--- src/rtl/pipe_gen.sv ---
// pipe_gen: generates and scrolls the two pipe obstacles of the playfield.
// Each pipe is described by its right-edge x and the bottom y of its gap.
// Both pipes move left by exactly 1 px per scroll step, so every pipe passes
// through every column and the downstream checker scores it exactly once.
// A pipe that has reached x = 0 respawns off-screen right on the next step,
// and its gap height is taken from a free-running 16-bit LFSR.
// The registered collision flag `dead` freezes the whole scene.
//
// Optional build macro: SPEEDUP_EN
//   When defined, every 8 respawns shorten the scroll step period by
//   STEP_DIV/8 clk cycles. The period never drops below STEP_DIV/4.
//   When undefined, the step period is fixed at STEP_DIV clk cycles.
module pipe_gen #(
    parameter int unsigned STEP_DIV = 200000,
    parameter int unsigned SPAWN_X  = 670,
    parameter int unsigned SPACING  = 335,
    parameter int unsigned Y_MIN    = 180
) (
    input  logic        clk,
    input  logic        reset,
    input  logic        enable,
    input  logic        pause,
    input  logic        dead,
    output logic [10:0] xPipe0,
    output logic [10:0] xPipe1,
    output logic [10:0] yPipe0,
    output logic [10:0] yPipe1,
    output logic        step,
    output logic        respawn
);

    typedef enum logic [1:0] {
        ST_IDLE = 2'd0,
        ST_RUN  = 2'd1,
        ST_HOLD = 2'd2,
        ST_OVER = 2'd3
    } state_t;

    // Geometry and timing constants at their datapath widths.
    localparam logic [10:0] SPAWN_X0_W = 11'(SPAWN_X);
    localparam logic [10:0] SPAWN_X1_W = 11'(SPAWN_X + SPACING);
    localparam logic [10:0] Y_MIN_W    = 11'(Y_MIN);
    localparam logic [10:0] Y0_INIT    = 11'd300;
    localparam logic [10:0] Y1_INIT    = 11'd260;
    localparam logic [17:0] STEP_DIV_W = 18'(STEP_DIV);
    localparam logic [15:0] LFSR_SEED  = 16'hACE1;

`ifdef SPEEDUP_EN
    localparam logic [17:0] DIV_DEC_W   = 18'(STEP_DIV / 8);
    localparam logic [17:0] DIV_FLOOR_W = 18'(STEP_DIV / 4);
`endif

    // One Fibonacci LFSR shift, polynomial x^16 + x^14 + x^13 + x^11 + 1.
    // A non-zero seed can never reach the all-zero lock-up state.
    function automatic logic [15:0] lfsr_advance(input logic [15:0] cur);
        logic fb;
        fb = cur[15] ^ cur[13] ^ cur[12] ^ cur[10];
        return {cur[14:0], fb};
    endfunction

    // Gap bottom for a freshly spawned pipe: Y_MIN .. Y_MIN + 255.
    function automatic logic [10:0] gap_bottom(input logic [15:0] cur);
        return Y_MIN_W + {3'b000, cur[7:0]};
    endfunction

`ifdef SPEEDUP_EN
    // Shorter step period after a completed group of respawns, never below the floor.
    function automatic logic [17:0] next_divisor(input logic [17:0] cur);
        logic [17:0] res;
        if (cur >= (DIV_FLOOR_W + DIV_DEC_W)) begin
            res = cur - DIV_DEC_W;
        end else begin
            res = DIV_FLOOR_W;
        end
        return res;
    endfunction
`endif

    state_t      state_r;
    state_t      state_next_s;
    logic [15:0] lfsr_r;
    logic [17:0] div_r;
    logic [17:0] div_next_s;
    logic [17:0] div_last_s;
    logic [10:0] x0_r;
    logic [10:0] x1_r;
    logic [10:0] y0_r;
    logic [10:0] y1_r;
    logic [10:0] x0_next_s;
    logic [10:0] x1_next_s;
    logic [10:0] y0_next_s;
    logic [10:0] y1_next_s;
    logic        step_r;
    logic        respawn_r;
    logic        run_tick_s;
    logic        step_s;
    logic        respawn_s;
    logic        pipe0_spawn_s;
    logic        pipe1_spawn_s;

`ifdef SPEEDUP_EN
    logic [2:0]  respawn_cnt_r;
    logic [17:0] div_target_r;
    logic [17:0] div_active_r;

    // The active divisor only changes at a divider wrap, so a period is never cut short.
    assign div_last_s = div_active_r - 18'd1;
`else
    assign div_last_s = STEP_DIV_W - 18'd1;
`endif

    // State register; reset forces IDLE from any state.
    always_ff @(posedge clk) begin
        if (reset) begin
            state_r <= ST_IDLE;
        end else begin
            state_r <= state_next_s;
        end
    end

    // Next-state logic; run_tick_s marks a RUN cycle with no transition pending.
    always_comb begin
        state_next_s = state_r;
        run_tick_s   = 1'b0;
        case (state_r)
            ST_IDLE: begin
                if (enable && !pause && !dead) begin
                    state_next_s = ST_RUN;
                end else begin
                    state_next_s = ST_IDLE;
                end
            end
            ST_RUN: begin
                if (!enable) begin
                    state_next_s = ST_IDLE;
                end else if (dead) begin
                    state_next_s = ST_OVER;
                end else if (pause) begin
                    state_next_s = ST_HOLD;
                end else begin
                    state_next_s = ST_RUN;
                    run_tick_s   = 1'b1;
                end
            end
            ST_HOLD: begin
                if (!enable) begin
                    state_next_s = ST_IDLE;
                end else if (dead) begin
                    state_next_s = ST_OVER;
                end else if (!pause) begin
                    state_next_s = ST_RUN;
                end else begin
                    state_next_s = ST_HOLD;
                end
            end
            ST_OVER: begin
                if (!enable) begin
                    state_next_s = ST_IDLE;
                end else begin
                    state_next_s = ST_OVER;
                end
            end
            default: begin
                state_next_s = ST_IDLE;
            end
        endcase
    end

    // Divider and pipe positions; a step is taken only on an undisturbed terminal count.
    always_comb begin
        div_next_s    = div_r;
        x0_next_s     = x0_r;
        x1_next_s     = x1_r;
        y0_next_s     = y0_r;
        y1_next_s     = y1_r;
        step_s        = run_tick_s && (div_r == div_last_s);
        pipe0_spawn_s = (x0_r == 11'd0);
        pipe1_spawn_s = (x1_r == 11'd0);
        respawn_s     = step_s && (pipe0_spawn_s || pipe1_spawn_s);

        if (state_next_s == ST_IDLE) begin
            // Entering or sitting in IDLE re-initialises the scene.
            div_next_s = 18'd0;
            x0_next_s  = SPAWN_X0_W;
            x1_next_s  = SPAWN_X1_W;
            y0_next_s  = Y0_INIT;
            y1_next_s  = Y1_INIT;
        end else if (step_s) begin
            div_next_s = 18'd0;
            if (pipe0_spawn_s) begin
                x0_next_s = SPAWN_X0_W;
                y0_next_s = gap_bottom(lfsr_r);
            end else begin
                x0_next_s = x0_r - 11'd1;
                y0_next_s = y0_r;
            end
            if (pipe1_spawn_s) begin
                x1_next_s = SPAWN_X0_W;
                y1_next_s = gap_bottom(lfsr_r);
            end else begin
                x1_next_s = x1_r - 11'd1;
                y1_next_s = y1_r;
            end
        end else if (run_tick_s) begin
            div_next_s = div_r + 18'd1;
        end else begin
            // HOLD, OVER, and transition cycles freeze the divider and positions.
            div_next_s = div_r;
        end
    end

    // Datapath and output registers; step/respawn are single-cycle pulses.
    always_ff @(posedge clk) begin
        if (reset) begin
            div_r     <= 18'd0;
            x0_r      <= SPAWN_X0_W;
            x1_r      <= SPAWN_X1_W;
            y0_r      <= Y0_INIT;
            y1_r      <= Y1_INIT;
            step_r    <= 1'b0;
            respawn_r <= 1'b0;
        end else begin
            div_r     <= div_next_s;
            x0_r      <= x0_next_s;
            x1_r      <= x1_next_s;
            y0_r      <= y0_next_s;
            y1_r      <= y1_next_s;
            step_r    <= step_s;
            respawn_r <= respawn_s;
        end
    end

    // Free-running gap-height generator; advances every cycle outside reset.
    always_ff @(posedge clk) begin
        if (reset) begin
            lfsr_r <= LFSR_SEED;
        end else begin
            lfsr_r <= lfsr_advance(lfsr_r);
        end
    end

`ifdef SPEEDUP_EN
    // Speed-up bookkeeping: count respawns, shrink the target divisor every 8th,
    // and hand the target over to the active divisor at each divider wrap.
    always_ff @(posedge clk) begin
        if (reset || (state_next_s == ST_IDLE)) begin
            respawn_cnt_r <= 3'd0;
            div_target_r  <= STEP_DIV_W;
            div_active_r  <= STEP_DIV_W;
        end else begin
            if (respawn_s) begin
                respawn_cnt_r <= respawn_cnt_r + 3'd1;
                if (respawn_cnt_r == 3'd7) begin
                    div_target_r <= next_divisor(div_target_r);
                end else begin
                    div_target_r <= div_target_r;
                end
            end else begin
                respawn_cnt_r <= respawn_cnt_r;
                div_target_r  <= div_target_r;
            end
            if (step_s) begin
                div_active_r <= div_target_r;
            end else begin
                div_active_r <= div_active_r;
            end
        end
    end
`endif

    assign xPipe0  = x0_r;
    assign xPipe1  = x1_r;
    assign yPipe0  = y0_r;
    assign yPipe1  = y1_r;
    assign step    = step_r;
    assign respawn = respawn_r;

endmodule
--- config.mk ---
export PLATFORM = sky130hd
export DESIGN_NAME = pipe_gen
export DESIGN_NICKNAME = d
export VERILOG_FILES = /design/src/rtl/pipe_gen.sv
export SDC_FILE = /design/constraint.sdc
export NUM_CORES = 1
export LEC_CHECK = 0
export ABC_AREA = 0
export ABC_CLOCK_PERIOD_IN_PS = 2550
export CORE_UTILIZATION = 54
export CTS_CLUSTER_SIZE = 12
export DETAILED_ROUTE_END_ITERATION = 10
export HOLD_SLACK_MARGIN = 0.05
export PLACE_DENSITY_LB_ADDON = 0.08
export SLEW_MARGIN = 10
export SYNTH_ARGS = -nofsm -noshare
export SYNTH_HDL_FRONTEND = slang
export SYNTH_SLANG_ARGS = --single-unit
export TNS_END_PERCENT = 5
--- constraint.sdc ---
create_clock -name clk -period 2.55 [get_ports clk]
set_input_delay 0.51 -clock clk [delete_from_list [all_inputs] [get_ports clk]]
set_output_delay 0.51 -clock clk [all_outputs]
set_load 0.01 [all_outputs]
==> results.toml <==
[floorplan]
num_rows = 28
floorplan.die.height_um = 82.3
floorplan.initialDensity = 0.575
die-area_um2 = 6780
die-width_um = 82.3
floorplan.io_pins = 51
core_area_um2 = 6060

[drt]
post_drt_via_cell_ratio = 5.52
wirelength_um = 7340
drc_viols = 0
first_pass_iters = 4
vias = 2928
routed_wire_length_per_instance_um = 13.8
detail-route-antenna-nets = 0
detailedRoute.firstIterationViolations = 109

[cts]
clock_sink_count = 78
clock_tree.htree_level_count = 3
cts-hold-fix-buffers = 0
cts-root-to-sink-buffers = 2
clk_root_buffer_cell = "sky130_fd_sc_hd__clkbuf_8"
clk-insertion-delay-late_ps = 360
cts.reportedPaths.clkPinSlew_ps = 90
tritoncts = "yes"
cts-buffers-inserted = 9

[worst_setup_path]
critical_path.startpoint_type = "register"
crit_arrival_ps = 2680
timing.critical_path.required_ps = 2800
critPathKind = "register to register"
worst-path-max-fanout = 12
worst_setup_path_end_kind = "register"

[job]
maxCapViolCount = 0

[yosys]
number_of_enable_flip_flop_cells_after_synthesis = 0
synth_largest_type_area_fraction = 0.448
postSynthRegisterBits = 78
ys_warn_count = 0
synth.largest_area_cell = "sky130_fd_sc_hd__dfxtp_1"
syn-mean-instance-area_um2 = 8.98
synth-seq-area-share = 0.448
ys_async_sr_fraction = 0
synth.distinct_cells = 52
yosys-top-cells-area = "sky130_fd_sc_hd__dfxtp_1 (45%), sky130_fd_sc_hd__nor2_1 (4.6%), sky130_fd_sc_hd__xor2_1 (3.8%)"
synth.cell_area_um2 = 3480
syn-instance-count = 388
dominantRegCellSynth = "sky130_fd_sc_hd__dfxtp_1"

[power_and_ir_drop]
vdd_ir_drop_max_v = 0.000662
leakage_component_of_the_power_nw = 1.59
power_density_nw_per_um2 = 513
fin_total_pwr_w = 0.00222

[sta]
report.final.hold_viol_count = 0
period_minus_slack_ps = 2430
share_of_the_clock_period_used_by_the_worst_path_after_layout = 0.952
achievable-frequency_ghz = 0.412
slew_viol_final = 0
tightest_slew_margin_relative_to_the_limit = 0.503
setup_viol = 0
final.setup_skew_ps = 10.3
fin_ws_ps = 123
tightest_slew_ps = 738

[global_routing]
global_route.overflow_total = 0
grt_pass1_wl_um = 11800
grt_usage = 0.233
maximum_number_of_pins_on_one_net_before_global_route_repair = 19
grt_antenna_before_repair = 0
grt_pass1_vias = 2603

[cells_and_area]
multiInputGateArea_um2 = 1790
sequential_cell_area_um2 = 1560
num_antenna_cells = 0
area_growth_pct = 24.1
instances_no_fill = 530
nNetsFinal = 464
final.fill_count = 479
drive_above_1_share = 0.136

[hold_path]
hold_class = "register to register"

[placement]
dp_wirelength_um = 5250
gp_routability_congestion = 0.848
port-buffer-count = 46
dp_cells = 513
dpl_worst_slack_ps = -214

[outcome]
status = "completed"
[final timing paths]
kind                            startpoint          to  slack, ps  cells past startpoint
worst max-delay path             xPipe1[1]   yPipe1[1]        120                      8
worst min-delay path            lfsr_r[14]  lfsr_r[15]        420                      1
worst max register to register   xPipe1[1]   yPipe1[1]        120                      8
worst min register to register  lfsr_r[14]  lfsr_r[15]        420                      1
[Yosys cell counts (2+ instances only)]
master and count:
sky130_fd_sc_hd__nand2_1 31, sky130_fd_sc_hd__or4b_2 2, sky130_fd_sc_hd__nand2b_1 2, sky130_fd_sc_hd__nand4_1 6
sky130_fd_sc_hd__nor2b_1 11, sky130_fd_sc_hd__a21oi_1 23, sky130_fd_sc_hd__and2_1 7, sky130_fd_sc_hd__and4_1 4
sky130_fd_sc_hd__or3_1 4, sky130_fd_sc_hd__or2_2 11, sky130_fd_sc_hd__buf_4 5, sky130_fd_sc_hd__dfxtp_1 78
sky130_fd_sc_hd__and3_1 7, sky130_fd_sc_hd__nor3_1 11, sky130_fd_sc_hd__o31ai_1 3, sky130_fd_sc_hd__clkbuf_1 8
sky130_fd_sc_hd__a211oi_1 2, sky130_fd_sc_hd__buf_2 5, sky130_fd_sc_hd__or4_4 2, sky130_fd_sc_hd__buf_6 2
sky130_fd_sc_hd__o311ai_0 3, sky130_fd_sc_hd__inv_1 10, sky130_fd_sc_hd__nor4_1 3, sky130_fd_sc_hd__xnor2_1 9
sky130_fd_sc_hd__nand3_1 12, sky130_fd_sc_hd__ha_1 9, sky130_fd_sc_hd__or4_1 2, sky130_fd_sc_hd__nor2_1 43
sky130_fd_sc_hd__nand3b_1 2, sky130_fd_sc_hd__o21ai_0 22, sky130_fd_sc_hd__xor2_1 15, sky130_fd_sc_hd__nor4b_1 2
sky130_fd_sc_hd__mux2i_1 13
[layer usage]
| layer | vias up | global-route usage | wire length (um) |
|---|---|---|---|
| met5 | - | 0 | 0 |
| met4 | 0 | 0.104 | 80 |
| met3 | 9 | 0.0560 | 314 |
| met2 | 57 | 0.383 | 3450 |
| met1 | 1393 | 0.288 | 3490 |
| li1 | 1469 | - | - |
[metrics by stage]
step                      instance area (um^2)  TNS [ps]  utilization  hold slack [ps]
after global routing                      4320     -11.6        0.713              427
final                                     4320         0        0.713              420
after CTS                                 4320         0        0.712              424
after floorplan                           3490         0            -              389
after detailed placement                  4130      -513        0.681              402
after global placement                    4130      -421        0.681              395
[critical path, cell delays in order (launching register included)]
cell                      delay [ps]
sky130_fd_sc_hd__dfxtp_1         360
sky130_fd_sc_hd__inv_1            90
sky130_fd_sc_hd__ha_1            160
sky130_fd_sc_hd__or4b_2          600
sky130_fd_sc_hd__or4_4           530
sky130_fd_sc_hd__nor3_4          160
sky130_fd_sc_hd__buf_12          170
sky130_fd_sc_hd__mux2i_1         210
sky130_fd_sc_hd__nor2_1           50
[flip-flops by register name, summed over array words and instances, names as in the netlist]
signal and flops:
respawn 1, div_r 18, xPipe1 11, xPipe0 11, yPipe0 9, step 1
state_r 2, lfsr_r 16, yPipe1 9
[report_power, final]
group / switching [W] / internal (W)
registers: 0.0000130 / 0.00124
logic: 0.0000401 / 0.0000382
clock network: 0.000514 / 0.000377
total: 0.000567 / 0.00165
[repair_timing]
action	CTS	global route
buffers inserted	0	1
setup endpoints to repair	0	3
resized for setup	0	1
[cell families (layout without fill, tap and decap cells)]
family / count (synthesis) / count (layout) / share of synthesized area
mux: 13 / 13 / 0.0374
other cells: 1 / 4 / 0.00108
fa+ha+maj: 9 / 9 / 0.0323
simple gates: 171 / 171 / 0.272
flops: 78 / 78 / 0.448
xor+xnor: 24 / 24 / 0.0603
buf+inv: 30 / 94 / 0.0438
compound gates: 62 / 62 / 0.105
[cell type report]
cell class / count / share of cell area
multi-input cells: 283 / 0.414
flip-flops and latches: 78 / 0.361
repair buffers: 68 / 0.151
clock buffers: 9 / 0.0287
well taps: 75 / 0.0217
clock inverters: 7 / 0.0151
inverters: 10 / 0.00868
[layout by cell type, fill, tap and decap left out, types with 2 or more instances in the layout]
master	n
sky130_fd_sc_hd__inv_1	9
sky130_fd_sc_hd__xor2_1	15
sky130_fd_sc_hd__nand2_1	31
sky130_fd_sc_hd__o311ai_0	3
sky130_fd_sc_hd__clkdlybuf4s50_1	46
sky130_fd_sc_hd__nor2_1	43
sky130_fd_sc_hd__mux2i_1	13
sky130_fd_sc_hd__and3_1	7
sky130_fd_sc_hd__nand3b_1	2
sky130_fd_sc_hd__nor3_1	11
sky130_fd_sc_hd__or4_4	2
sky130_fd_sc_hd__nand3_1	12
sky130_fd_sc_hd__nor4b_1	2
sky130_fd_sc_hd__clkinv_4	2
sky130_fd_sc_hd__o31ai_1	3
sky130_fd_sc_hd__inv_6	2
sky130_fd_sc_hd__nand4_1	6
sky130_fd_sc_hd__or4_1	2
sky130_fd_sc_hd__o21ai_0	22
sky130_fd_sc_hd__xnor2_1	9
sky130_fd_sc_hd__inv_8	2
sky130_fd_sc_hd__or2_2	11
sky130_fd_sc_hd__nor4_1	3
sky130_fd_sc_hd__conb_1	4
sky130_fd_sc_hd__buf_4	20
sky130_fd_sc_hd__a21oi_1	22
sky130_fd_sc_hd__a211oi_1	2
sky130_fd_sc_hd__and2_1	7
sky130_fd_sc_hd__clkbuf_8	9
sky130_fd_sc_hd__nor2b_1	11
sky130_fd_sc_hd__and4_1	4
sky130_fd_sc_hd__or3_1	4
sky130_fd_sc_hd__buf_12	2
sky130_fd_sc_hd__dfxtp_1	78
sky130_fd_sc_hd__ha_1	9
sky130_fd_sc_hd__nand2b_1	2
sky130_fd_sc_hd__or4b_2	2
No activity file was read; power rests on OpenSTA's default activity.
